File: src/rtl/alu_pipe_pkg.sv
// Shared definitions for the two-stage ALU pipeline: op encoding, flag layout
// and a flag-packing helper.
package alu_pipe_pkg;

  typedef enum logic [2:0] {
    OP_ADD    = 3'd0,
    OP_SUB    = 3'd1,
    OP_AND    = 3'd2,
    OP_OR     = 3'd3,
    OP_XOR    = 3'd4,
    OP_SHL    = 3'd5,
    OP_SHR    = 3'd6,
    OP_PASS_A = 3'd7
  } alu_op_e;

  localparam int unsigned FLAG_W = 4;
  localparam int unsigned FLAG_C = 3;
  localparam int unsigned FLAG_V = 2;
  localparam int unsigned FLAG_N = 1;
  localparam int unsigned FLAG_Z = 0;

  function automatic logic [FLAG_W-1:0] pack_flags(input logic c, input logic v,
                                                   input logic n, input logic z);
    logic [FLAG_W-1:0] f;
    f         = '0;
    f[FLAG_C] = c;
    f[FLAG_V] = v;
    f[FLAG_N] = n;
    f[FLAG_Z] = z;
    return f;
  endfunction

endpackage

File: src/rtl/alu_pipe_core.sv
// Combinational ALU for the first pipeline stage: raw result, carry/borrow
// and signed overflow.
module alu_pipe_core
  import alu_pipe_pkg::*;
#(
  parameter int unsigned WIDTH = 8
) (
  input  logic [WIDTH-1:0] a_i,
  input  logic [WIDTH-1:0] b_i,
  input  logic [2:0]       op_i,
  output logic [WIDTH-1:0] res_o,
  output logic             carry_o,
  output logic             ovf_o
);

  localparam int unsigned SHW = $clog2(WIDTH);

  logic [SHW-1:0] amt;
  logic [WIDTH:0] sum;
  logic [WIDTH:0] diff;
  logic [WIDTH:0] shl_x;
  logic [WIDTH:0] shr_x;

  // The extra bit on each shift catches the last bit shifted out; amount 0 leaves it 0.
  assign amt   = b_i[SHW-1:0];
  assign sum   = {1'b0, a_i} + {1'b0, b_i};
  assign diff  = {1'b0, a_i} - {1'b0, b_i};
  assign shl_x = {1'b0, a_i} << amt;
  assign shr_x = {a_i, 1'b0} >> amt;

  always_comb begin
    res_o   = '0;
    carry_o = 1'b0;
    ovf_o   = 1'b0;
    case (alu_op_e'(op_i))
      OP_ADD: begin
        {carry_o, res_o} = sum;
        ovf_o = (a_i[WIDTH-1] == b_i[WIDTH-1]) && (sum[WIDTH-1] != a_i[WIDTH-1]);
      end
      OP_SUB: begin
        {carry_o, res_o} = diff;
        ovf_o = (a_i[WIDTH-1] != b_i[WIDTH-1]) && (diff[WIDTH-1] != a_i[WIDTH-1]);
      end
      OP_AND:    res_o = a_i & b_i;
      OP_OR:     res_o = a_i | b_i;
      OP_XOR:    res_o = a_i ^ b_i;
      OP_SHL:    {carry_o, res_o} = shl_x;
      OP_SHR:    {res_o, carry_o} = shr_x;
      OP_PASS_A: res_o = a_i;
      default:   res_o = a_i;
    endcase
  end

endmodule

File: src/rtl/alu_pipe.sv
// Two-stage valid/ready ALU pipeline. Define ALU_PIPE_SAT_EN to clamp
// overflowing ADD/SUB results to the signed range; otherwise results wrap.
module alu_pipe
  import alu_pipe_pkg::*;
#(
  parameter int unsigned WIDTH = 8,
  parameter int unsigned TAG_W = 4
) (
  input  logic              clk,
  input  logic              rst,
  input  logic              in_valid,
  output logic              in_ready,
  input  logic [WIDTH-1:0]  a,
  input  logic [WIDTH-1:0]  b,
  input  logic [2:0]        op,
  input  logic [TAG_W-1:0]  in_tag,
  output logic              out_valid,
  input  logic              out_ready,
  output logic [WIDTH-1:0]  result,
  output logic [FLAG_W-1:0] flags,
  output logic [TAG_W-1:0]  out_tag
);

  logic              s1_valid_q, s1_valid_d;
  logic [WIDTH-1:0]  s1_res_q, s1_res_d;
  logic              s1_c_q, s1_c_d;
  logic              s1_v_q, s1_v_d;
  logic [TAG_W-1:0]  s1_tag_q, s1_tag_d;

  logic              s2_valid_q, s2_valid_d;
  logic [WIDTH-1:0]  s2_res_q, s2_res_d;
  logic [FLAG_W-1:0] s2_flags_q, s2_flags_d;
  logic [TAG_W-1:0]  s2_tag_q, s2_tag_d;

  logic [WIDTH-1:0]  core_res;
  logic              core_c;
  logic              core_v;
  logic [WIDTH-1:0]  fin_res;
  logic [FLAG_W-1:0] fin_flags;
  logic              s2_free;
  logic              s1_adv;
  logic              in_fire;

  alu_pipe_core #(.WIDTH(WIDTH)) u_core (
    .a_i     (a),
    .b_i     (b),
    .op_i    (op),
    .res_o   (core_res),
    .carry_o (core_c),
    .ovf_o   (core_v)
  );

  // in_ready is derived from stage state and out_ready only, never from in_valid.
  assign s2_free  = !s2_valid_q || out_ready;
  assign s1_adv   = s1_valid_q && s2_free;
  assign in_ready = !s1_valid_q || s2_free;
  assign in_fire  = in_valid && in_ready;

  always_comb begin
    fin_res = s1_res_q;
`ifdef ALU_PIPE_SAT_EN
    // On overflow the raw sign is inverted from the true sign: raw negative means true positive.
    if (s1_v_q) begin
      fin_res = s1_res_q[WIDTH-1] ? {1'b0, {(WIDTH-1){1'b1}}} : {1'b1, {(WIDTH-1){1'b0}}};
    end
`endif
    fin_flags = pack_flags(s1_c_q, s1_v_q, fin_res[WIDTH-1], fin_res == '0);
  end

  always_comb begin
    s1_valid_d = s1_valid_q;
    s1_res_d   = s1_res_q;
    s1_c_d     = s1_c_q;
    s1_v_d     = s1_v_q;
    s1_tag_d   = s1_tag_q;
    s2_valid_d = s2_valid_q;
    s2_res_d   = s2_res_q;
    s2_flags_d = s2_flags_q;
    s2_tag_d   = s2_tag_q;

    if (s1_adv) s1_valid_d = 1'b0;
    if (in_fire) begin
      s1_valid_d = 1'b1;
      s1_res_d   = core_res;
      s1_c_d     = core_c;
      s1_v_d     = core_v;
      s1_tag_d   = in_tag;
    end

    if (s2_free) s2_valid_d = s1_valid_q;
    if (s1_adv) begin
      s2_res_d   = fin_res;
      s2_flags_d = fin_flags;
      s2_tag_d   = s1_tag_q;
    end
  end

  always_ff @(posedge clk or posedge rst) begin
    if (rst) begin
      s1_valid_q <= 1'b0;
      s1_res_q   <= '0;
      s1_c_q     <= 1'b0;
      s1_v_q     <= 1'b0;
      s1_tag_q   <= '0;
      s2_valid_q <= 1'b0;
      s2_res_q   <= '0;
      s2_flags_q <= '0;
      s2_tag_q   <= '0;
    end else begin
      s1_valid_q <= s1_valid_d;
      s1_res_q   <= s1_res_d;
      s1_c_q     <= s1_c_d;
      s1_v_q     <= s1_v_d;
      s1_tag_q   <= s1_tag_d;
      s2_valid_q <= s2_valid_d;
      s2_res_q   <= s2_res_d;
      s2_flags_q <= s2_flags_d;
      s2_tag_q   <= s2_tag_d;
    end
  end

  assign out_valid = s2_valid_q;
  assign result    = s2_res_q;
  assign flags     = s2_flags_q;
  assign out_tag   = s2_tag_q;

endmodule

File: config.mk
export PLATFORM = sky130hd
export DESIGN_NAME = alu_pipe
export DESIGN_NICKNAME = d
export VERILOG_FILES = /design/src/rtl/alu_pipe_pkg.sv /design/src/rtl/alu_pipe_core.sv /design/src/rtl/alu_pipe.sv
export SDC_FILE = /design/constraint.sdc
export NUM_CORES = 1
export LEC_CHECK = 0
export CAP_MARGIN = 20
export CELL_PAD_IN_SITES_DETAIL_PLACEMENT = 1
export CELL_PAD_IN_SITES_GLOBAL_PLACEMENT = 2
export CORE_UTILIZATION = 33
export CTS_CLUSTER_SIZE = 25
export DETAILED_ROUTE_END_ITERATION = 12
export PLACE_DENSITY = 0.8
export SYNTH_ARGS = -nofsm -noshare
export SYNTH_HDL_FRONTEND = slang
export SYNTH_SLANG_ARGS = --single-unit
export TNS_END_PERCENT = 10
File: constraint.sdc
create_clock -name clk -period 2 [get_ports clk]
set_input_delay 0.4 -clock clk [delete_from_list [all_inputs] [get_ports clk]]
set_output_delay 0.4 -clock clk [all_outputs]
set_load 0.03 [all_outputs]
# --- Word-level counts from Yosys, hierarchy flattened ---
# Index checks and enable logic that the tools add are counted.
word_totals:
  in_bits: 27
  ff_bits: 32
  wordCells: 43
op_classes:
  reduce_logical: 11
  addsub: 2
  bitwise: 3
  shifts: 2
  n_eq_ne: 11
  muxes: 5
ops:
  columns: ["cell", "count"]
  rows:
  - ["one-hot mux 8 bit (8 select lines)", 1]
  - ["equality test 3 bit, second input constant", 4]
  - ["adder 8 x 8 -> 9 bit", 1]
  - ["<< shifter 8 x 3 -> 9 bit", 1]
  - [">> shifter 9 x 3 -> 9 bit", 1]
  - ["subtractor 8 x 8 -> 9 bit", 1]
  - ["AND 8 bit", 1]
  - ["logical NOT 8 bit", 1]
  - ["OR 8 bit", 1]
  - ["bitwise XOR 8 bit", 1]
  - ["equality test 3 x 2 -> 1 bit, second input constant", 2]
  - ["logical AND 1 bit", 4]
  - ["one-hot mux 1 bit (4 select lines)", 1]
  - ["equality test 3 x 1 -> 1 bit, second input constant", 1]
  - ["logical NOT 3 bit", 1]
  - ["!= test 1 bit", 3]
  - ["logical NOT 1 bit", 2]
  - ["logical OR 1 bit", 2]
  - ["two-way mux 1 bit", 2]
  - ["one-hot mux 1 bit (2 select lines)", 1]
  - ["nonzero test 2 bit", 1]
  - ["equality test 1 bit", 1]

# --- Logic depth before layout (Yosys ltp) ---
# Gate-level depths: netlist (run 1).
depth:
  word_depth: 5
  mapped_depth: 11
  mapped_depth_nobuf: 9

# --- By module ---
# Synthesis (run 1) repeated with hierarchy kept, for this count alone.
hier_totals:
  hier_cells: 325
  area_unflattened_um2: 3138.0
modules_own_cells:
  columns: ["module", "instances", "area_per_inst_um2", "cells_each", "seq_area_each_um2"]
  rows:
  - ["alu_pipe_core", 1, 1859.3, 252, 0.0]
  - ["alu_pipe", 1, 1278.7, 73, 775.7]

# --- Worst setup path before layout (run 1) ---
# No wires, ideal clock.
synth_path:
  path_type: "input-to-reg"
  startpoint: "input port b[1]"
  endpoint: "register s1_v_q"
  path_buffers: 3
  path_slack_ns: -0.498
  setup_ns: 0.121
  required_ns: 1.879
  arrival_time_ns: 2.377
  stages: 11
  cell_sequence: "buf_4 buf_6 buf_4 inv_1 ha_1 or2_1 a221oi_2 or2b_1 a21oi_2 a221o_1 a22o_1"
synth_between:
  elab_chain_cells: 4
  elab_cells_between_ends: 7
  classes_between: "2 x add/sub; 2 x eq/ne; 1 x mux; 2 x reduce/logical"
synth_lines:
  columns: ["element", "line", "source"]
  rows:
  - ["from (decl)", "alu_pipe.sv:14", "input logic [WIDTH-1:0] b,"]
  - ["subtractor 8 x 8 -> 9 bit or adder 8 x 8 -> 9 bit (tied branches)", "alu_pipe_core.sv:27, alu_pipe_core.sv:26", null]
  - ["!= test 1 bit, on equally long branches", "alu_pipe_core.sv:42, alu_pipe_core.sv:38", null]
  - ["logical AND 1 bit, on equally long branches", "alu_pipe_core.sv:42, alu_pipe_core.sv:38", null]
  - ["one-hot mux 1 bit (2 select lines) (*)", "alu_pipe_core.sv:35", "case (alu_op_e'(op_i))"]
  - ["to (signal assigned)", "alu_pipe.sv:113", "s1_v_q <= s1_v_d;"]
  - ["to (decl)", "alu_pipe.sv:27", "logic s1_v_q, s1_v_d;"]
# Every way passes the cells marked *; elsewhere a longest branch is shown, timed or not.
# A chain may end at the register's enable or synchronous reset.

# --- Final worst setup path (run 1) ---
layout_path:
  startpoint: "input port a[4]"
  endpoint: "register s1_v_q"
layout_between:
  elab_chain_cells: 4
  elab_cells_between_ends: 7
  classes_between: "2 x add/sub; 2 x eq/ne; 1 x mux; 2 x reduce/logical"
layout_lines:
  columns: ["element", "line", "source"]
  rows:
  - ["from (decl)", "alu_pipe.sv:13", "input logic [WIDTH-1:0] a,"]
  - ["subtractor 8 x 8 -> 9 bit or adder 8 x 8 -> 9 bit (tied branches)", "alu_pipe_core.sv:27, alu_pipe_core.sv:26", null]
  - ["!= test 1 bit, on equally long branches", "alu_pipe_core.sv:42, alu_pipe_core.sv:38", null]
  - ["logical AND 1 bit, on equally long branches", "alu_pipe_core.sv:42, alu_pipe_core.sv:38", null]
  - ["one-hot mux 1 bit (2 select lines) (*)", "alu_pipe_core.sv:35", null]
# Marks and branches as above.

==> impl_summary.md, run 1 <==
Clock network
The clock passes through at most 2 buffers. After clock tree synthesis, the clock-pin slew on the worst setup and hold paths is 0.06 ns. Clock latency on the worst-skew pair, taken at its later pin, is around 0.28 ns.

TritonCTS built the clock tree. The number of clock buffers added by TritonCTS is 5. The clock net in this run drives a total of 31 sinks. After clock tree synthesis, the flow added hold-fix buffers numbering 0. The deepest level of the CTS H-tree is 2. The tree is rooted in a sky130_fd_sc_hd__clkbuf_8.

Drt
The first TritonRoute pass finished after 4 iterations. In this run, the number of DRC markers left after iteration 0 of detailed routing was 126. The ratio of routed vias to standard cells is 5.33. The via count is between 3000 and 4000. The number of nets with antenna violations after detailed routing is 0. The routed wire length is approximately 11 mm. The remaining routing DRC violations is 0. The detail-routed net length per standard cell is approximately 19 µm.

GRT
The overall overflow remaining after global route is 0. The number of global-route vias before repair came to ~3500. The initial antenna violation count was 0. Entering global routing, the biggest net connects 32 pins. The first global-routing pass estimated 18.0 mm of wire. The global-route total usage across every layer is 0.241.

Logic synthesis
The number of enable-type register cells in the synthesized netlist is 0. The fraction of registers with async set or reset after synthesis is 1.00. The number of different library cells used by synthesis comes to 61. The post-synthesis instance area is about 0.003 mm². For this run, the leading register cell type out of synthesis is sky130_fd_sc_hd__dfrtp_1. The net count after synthesis is 404.

Synthesis produced 349 cells. The average instance in the mapped netlist occupies between 8 and 9 µm². The synthesis-stage register bit count is 31. Of the synthesized area, sequential elements account for 0.259. The count of synthesis-stage warnings from yosys is 0.

Setup path
The startpoint type of the worst setup path is an input port. Along the worst path, the maximum fanout reaches 6. Data on the critical path is required at its endpoint by between 2 and 2.5 ns. The data arrival time of the worst path is between 2 and 2.5 ns. The critical path is of the input port to flop type. The critical path endpoint category is a flop.

Job
The number of max-cap violations is 0.

Die
The count of standard-cell rows is 34. The die covers between 0.009 and 0.01 mm². The height of the die is about 97 µm. The region available for standard cell placement spans between 0.008 and 0.009 mm².

For this configuration, the core starts out at a cell density of 0.341. The number of primary I/O pins is 45. The die is about 97 µm wide.

Final layout
The footprint of the flip-flops and latches is 776 µm². The most common cell after layout, fill and taps aside is sky130_fd_sc_hd__buf_4. The number of diodes is 0. For this run, the post-layout net count is between 500 and 600. The layout-stage area growth over the synthesis result is 55.4%.

The number of fill cells in the layout is roughly 1100. In the layout the commonest cells are sky130_fd_sc_hd__buf_4 (101), sky130_fd_sc_hd__nand2_1 (32), sky130_fd_sc_hd__nor2_1 (32). After the flow finishes, the layout carries non-filler instances totaling a little under 600. In the final layout, the multi-input gates occupy about 0.0023 mm². The share of layout cells above drive strength 1 is 0.409.

Placement
The detailed-placement wirelength estimate is just under 9 mm. Counting tap cells, the placed design contains a total of around 580 instances. The number of I/O port buffers is 44. The congestion estimate from routability-driven global placement came to roughly 0.96.

Run status
The flow ran to the end, and the final reports show no timing, DRC or antenna violations.

Power and ir drop
The total power draw is 2.71 mW. The highest ir drop seen on vdd is roughly 0.25 mV. The static leakage is 2.11 nW. For this design the ratio of total power to cell area is between 500 and 600 mW/mm².

Timing
Setup violations remaining at the end of the flow were counted as 0. After layout, the minimum clock period comes to 1.96 ns. The fmax is 509 MHz. Setup repair after global routing could not meet its margin everywhere.

In this run the tightest slew margin relative to its limit is 0.728. The clock arrives with 0.00550 ns of skew. The final count of pins violating max slew is 0.

The count of final hold-check violations is 0. Dividing the final minimum period by the clock period gives 0.982. For the pin with the worst max-slew slack, the measured transition is approximately 0.41 ns.

Worst hold path
The path class of the tightest hold or removal check is flop to flop.
==> worst max-delay path: stages <==
cell and delay [ns]:
sky130_fd_sc_hd__dlygate4sd2_1 0.26, sky130_fd_sc_hd__buf_6 0.15, sky130_fd_sc_hd__ha_2 0.21, sky130_fd_sc_hd__nand2b_4 0.16, sky130_fd_sc_hd__nor2b_2 0.16, sky130_fd_sc_hd__o21a_1 0.18
sky130_fd_sc_hd__a21oi_2 0.19, sky130_fd_sc_hd__buf_4 0.15, sky130_fd_sc_hd__o211ai_1 0.08, sky130_fd_sc_hd__a22o_1 0.20
==> cell type report <==
type	instances	area share
Sequential cell	31	0.167
Tap cell	108	0.0291
Timing Repair Buffer	152	0.272
Multi-Input combinational cell	275	0.492
Inverter	24	0.0210
Clock inverter	1	0.00108
Clock buffer	6	0.0178
==> routing by layer <==
metal / routed length (µm) / vias to the layer above / track usage
li1: - / 1529 / -
met1: 4860 / 1565 / 0.296
met2: 5850 / 69 / 0.442
met3: 283 / 17 / 0.0187
met4: 256 / 0 / 0.0804
met5: 0 / - / 0
==> cell usage after synthesis, drive strengths merged (5+ instances only) <==
library cell / instances / area share
a22oi: 6 / 0.015
dfrtp: 31 / 0.26
nor2b: 7 / 0.015
nor3: 5 / 0.0084
mux2i: 9 / 0.030
buf: 15 / 0.031
inv: 24 / 0.030
nor2: 36 / 0.047
mux2: 16 / 0.062
a21oi: 25 / 0.044
xnor2: 7 / 0.021
nand2: 32 / 0.040
a221oi: 9 / 0.035
ha: 26 / 0.11
nand2b: 10 / 0.021
o21ai: 20 / 0.033
==> timing repair <==
item	CTS	global route
endpoints found under the setup margin	10	7
pin swaps	29	14
endpoints found under the hold margin	0	0
buffers inserted	7	1
gates resized for setup	79	16
==> power breakdown <==
part	switching (mW)	internal, mW
logic	0.710	0.663
clock network	0.228	0.269
registers	0.0817	0.755
total	1.02	1.69
==> final timing paths <==
kind                                 from         end  slack, ns  cells past startpoint
worst max-delay path                 a[4]      s1_v_q       0.04                     10
worst min-delay path             flags[0]    flags[0]       0.49                      2
worst max register to register  out_valid  fin_res[5]       0.28                      8
worst min register to register   flags[0]    flags[0]       0.49                      2
max in group asynchronous             rst  out_tag[0]       1.19                      3
min in group asynchronous             rst   result[4]       0.51                      3
==> logic make-up after synthesis <==
family / synth area share
buf+inv: 0.0661
flops: 0.259
mux: 0.114
simple gates: 0.179
compound gates: 0.232
fa+ha+maj: 0.122
xor+xnor: 0.0264
==> state kept, by name, summed over array words and instances (netlist names) <==
register and flops:
s1_c_q 1, result 7, fin_res 8, s1_tag_q 4, s1_valid_q 1, flags 4, out_tag 4, out_valid 1
s1_v_q 1
==> stage by stage <==
step / setup slack (ns) / util / hold slack, ns / TNS, ns / cell area (µm²)
3_5_place_dp: -0.777 / 0.483 / 0.482 / -6.62 / 4240
6_report: 0.0363 / 0.530 / 0.492 / 0 / 4650
3_3_place_gp: -0.705 / 0.483 / 0.453 / -6.27 / 4240
5_1_grt: -0.0416 / 0.530 / 0.526 / -0.0641 / 4650
2_1_floorplan: -0.290 / - / 0.442 / -0.634 / 3020
4_1_cts: -0.0102 / 0.522 / 0.497 / -0.0102 / 4580
Power figures use the tool's default switching activity.
==> run 2: changes to the inputs <==
--- a/config.mk
+++ b/config.mk
@@ -10,5 +10,6 @@
 export CELL_PAD_IN_SITES_GLOBAL_PLACEMENT = 2
-export CORE_UTILIZATION = 33
+export CORE_UTILIZATION = 39
 export CTS_CLUSTER_SIZE = 25
 export DETAILED_ROUTE_END_ITERATION = 12
+export DONT_BUFFER_PORTS = 1
 export PLACE_DENSITY = 0.8
==> constraint.sdc (replaced) <==
create_clock -name clk -period 2 [get_ports clk]
set_input_delay 0.6 -clock clk [delete_from_list [all_inputs] [get_ports clk]]
set_output_delay 0.6 -clock clk [all_outputs]
set_load 0.03 [all_outputs]
==> run 2 against run 1 <==
  * The flow now finishes with violations (negative setup slack)
  * Critical path type unchanged
  * Clock-buffer cell count did not move
  * Sequential cell count did not move
  * Worst hold slack got worse by 0.20 ns
  * Global-route usage rose by 1.3 points
  * Non-clock buffer count fell by 113
  * Power fell by 12%
  * Utilization fell by 5.1 points
  * Clock power rose by 31%
  * Design area fell by 24%
  * Worst setup slack got worse by 0.051 ns
  * Fmax fell by 2.5%
==> impl_summary.md, run 2 (synthesized netlist as in run 1, its figures left out) <==
Run status
Status: complete, but fails checks (was finished clean). The final reports fail on negative setup slack.

Placement
The number of I/O port buffers is 0 (was 44). The post-placement setup slack was -0.401 ns (was -0.777 ns). The routability congestion estimate from global placement is 0.888 (was 0.964). The detailed-placement wirelength estimate was 7.59 mm (was 8.86 mm). The number of cells in the design after placement is 468 (was 582).

Setup path
The number of cells on the worst reg-to-reg path is 6 (was 8). The beginning of the worst register-to-register path is s1_valid_q (was out_valid). The cell with the biggest individual delay on the critical path is sky130_fd_sc_hd__a221o_1 (was sky130_fd_sc_hd__dlygate4sd2_1). The slack of the worst reg-to-reg path came to 0.31 ns (was 0.28 ns). The data arrival time of the worst path is 2.18 ns (was 2.13 ns). The highest cell delay on the worst timing path is 0.32 ns (was 0.26 ns). The largest driver fanout on the critical path came to 9 (was 6).

The number of buffers and inverters on the critical path was 1 (was 3). The data required time of the critical path is 2.17 ns (about the same). Critical path, cell by cell: clkinvlp_4 -> ha_4 -> or2_4 -> a221oi_4 -> or2b_1 -> a21oi_2 -> a221o_1 -> a22o_1 (was dlygate4sd2_1 -> buf_6 -> ha_2 -> nand2b_4 -> nor2b_2 -> o21a_1 -> a21oi_2 -> buf_4 -> o211ai_1 -> a22o_1). The dominant delay contributor by cell family on the critical path is compound AO/OA/AOI/OAI gates (unchanged).

The critical path class is input port to flop (unchanged). The startpoint type of the worst setup path is an input port (unchanged). The critical path endpoint category is a flop (unchanged). The reg-to-reg critical path endpoint is fin_res[5] (unchanged).

Drt
The remaining routing DRC violations came to 0 (unchanged). The routed wire length is 9.51 mm (was 11.3 mm). The first-pass detailed-route iteration total came to 5 (was 4).

The detail-routed net length per standard cell is 20.0 µm (was 18.8 µm). The ratio of routed vias to standard cells is 5.74 (was 5.33). The first-iteration detailed-routing DRC count is 157 (was 126). The via count is 2730 (was 3180).

The number of nets with antenna violations after detailed routing is 0 (unchanged).

Timing
The worst setup margin is -0.0147 ns (was 0.0363 ns). Setup repair after global routing missed its margin: yes (unchanged). The headroom to the max-slew limit is 0.634 (was 0.728).

The number of setup violations in the final report came to 2 (was 0). The post-route clock period utilization is 1.01 (was 0.982). The worst hold margin came to 0.289 ns (was 0.492 ns).

The fmax is 496 MHz (was 509 MHz). The minimum clock period came to 2.01 ns (was 1.96 ns). The final worst clock skew came to 0.00569 ns (was 0.00550 ns). The slew of the pin with the lowest slew margin was 0.550 ns (was 0.408 ns).

The count of final hold-check violations is 0 (unchanged). The final count of pins violating max slew came to 0 (unchanged).

Die
The core area was 0.00733 mm² (was 0.00876 mm²). The height of the die is 89.6 µm (was 97.2 µm). The count of standard-cell rows is 31 (was 34).

The number of primary I/O pins is 45 (unchanged). The initial standard-cell utilization of the core is 0.408 (was 0.341). The horizontal die dimension was 89.6 µm (was 97.2 µm).

The area enclosed by the die boundary is 0.00802 mm² (was 0.00945 mm²).

Clock network
The clock latency on the worst-skew pair is 0.29 ns (was 0.28 ns). The number of CTS-inserted buffers was 5 (unchanged). The deepest level of the CTS H-tree came to 2 (unchanged). The count of hold-fix buffers inserted at cts is 0 (unchanged).

The buffer depth of the longest clock path is 2 (unchanged). The post-CTS clock slew at the launch and capture registers of the worst setup and hold paths is 0.07 ns (was 0.06 ns). The count of buffers added by post-CTS timing repair for setup is 0 (was 7). The total clock sinks came to 31 (unchanged). The clock tree from TritonCTS is yes (unchanged).

The master cell of the clock root buffer is sky130_fd_sc_hd__clkbuf_8 (unchanged).

Final layout
The layout-stage area growth over the synthesis result is 17.5% (was 55.4%). The number of nets in the layout is 431 (was 544). The final standard cell utilization of the core came to 0.479 (was 0.530).

The number of diodes was 0 (unchanged). The share of layout cells above drive strength 1 is 0.252 (was 0.409). The number of flip-flops under the largest register name was 8 (unchanged). The most common cell after layout, fill and taps aside is sky130_fd_sc_hd__buf_4 (unchanged). Leading cell types in the layout, fill and taps excluded: sky130_fd_sc_hd__buf_4 (39), sky130_fd_sc_hd__nand2_1 (32), sky130_fd_sc_hd__nor2_1 (32) (was sky130_fd_sc_hd__buf_4 (101), sky130_fd_sc_hd__nand2_1 (32), sky130_fd_sc_hd__nor2_1 (32)). The non-filler instance count after layout was 476 (was 597).

Job
The number of max-cap violations is 0 (unchanged).

GRT
The initial antenna violation count was 0 (unchanged). The global-route total usage across every layer came to 0.254 (was 0.241). The global-route wire length before repair is 15.3 mm (was 18.0 mm). The pin count of the biggest net entering global routing is 32 (unchanged). The overall overflow remaining after global route is 0 (unchanged). The number of global-route vias before repair is 2897 (was 3457).

Power and ir drop
The highest ir drop seen on vdd was 0.260 mV (was 0.247 mV). The static leakage is 1.58 nW (was 2.11 nW). The power per unit of standard cell area was 678 mW/mm² (was 583 mW/mm²).

Worst hold path
The class of the tightest hold or removal check is input port to async pin (was flop to flop).
run 2: cell types whose count changed in the layout (fill, tap and decap cells not counted), moves of 3 or more:
cell | previous run | this run
sky130_fd_sc_hd__buf_4 | 101 | 39
sky130_fd_sc_hd__clkdlybuf4s50_1 | 28 | 0
sky130_fd_sc_hd__dlygate4sd2_1 | 11 | 0
sky130_fd_sc_hd__ha_1 | 12 | 22
sky130_fd_sc_hd__inv_1 | 13 | 21
sky130_fd_sc_hd__inv_2 | 9 | 1
sky130_fd_sc_hd__buf_6 | 6 | 0
sky130_fd_sc_hd__ha_4 | 8 | 2
sky130_fd_sc_hd__ha_2 | 6 | 2
sky130_fd_sc_hd__buf_2 | 3 | 0
run 2: how the worst max path moves through the flow:
stage / start / slack (ns) / cells after the start / endpoint
2_1_floorplan: b[1] / -0.49 / 11 / s1_v_q
3_3_place_gp: a[0] / -0.36 / 10 / s1_c_q
3_5_place_dp: a[1] / -0.40 / 9 / s1_v_q
4_1_cts: a[1] / -0.001 / 7 / fin_res[4]
5_1_grt: a[1] / -0.06 / 8 / s1_v_q
6_report: a[1] / -0.01 / 8 / s1_v_q
run 2: report_power, final:
group,leakage [nW],internal [mW],switching [mW]
combinational,1.15,0.355,0.360
sequential,0.376,0.752,0.268
clock,0.0612,0.403,0.246
total,1.58,1.51,0.874
run 2: worst reg2reg max path, stage by stage, from the launching register on:
cell	delay [ns]
sky130_fd_sc_hd__dfrtp_1	0.39
sky130_fd_sc_hd__nand3b_1	0.13
sky130_fd_sc_hd__nand2_1	0.23
sky130_fd_sc_hd__a221oi_2	0.29
sky130_fd_sc_hd__nand3_1	0.19
sky130_fd_sc_hd__a221oi_2	0.26
sky130_fd_sc_hd__nor2_1	0.07
run 2: metal layers:
layer,routed length (µm),global-route usage,part of all wire
met3,378,0.0286,0.040
met5,0,0,0
met2,4740,0.450,0.50
met1,4180,0.321,0.44
met4,206,0.0837,0.022
run 2: what timing repair did:
action	4_1_cts	5_1_grt
setup endpoints to repair	5	8
pin swaps	4	6
gates resized for setup	8	11
run 2: layout make-up:
type / count / area (µm²)
well taps: 99 / 124
inverters: 24 / 98.8
clock buffers: 6 / 82.6
clock inverters: 2 / 35.0
repair buffers: 39 / 293
flip-flops and latches: 31 / 776
multi-input cells: 275 / 2110
fillers: 860 / 3820
run 2: stage by stage:
step                      TNS (ns)  total power, mW  area (µm²)
after floorplan              -2.27             1.52        3020
after global placement       -2.26             1.68        3320
after detailed placement     -2.66             1.72        3320
after CTS                 -0.00147             2.39        3470
after global routing        -0.137             2.52        3510
final                      -0.0163             2.38        3510
==> run 3: changes to the inputs <==
CAP_MARGIN = not set   (was 20)
==> results of run 3 <==
Same layout as run 2: the final DEF is identical, and so are final timing and power.
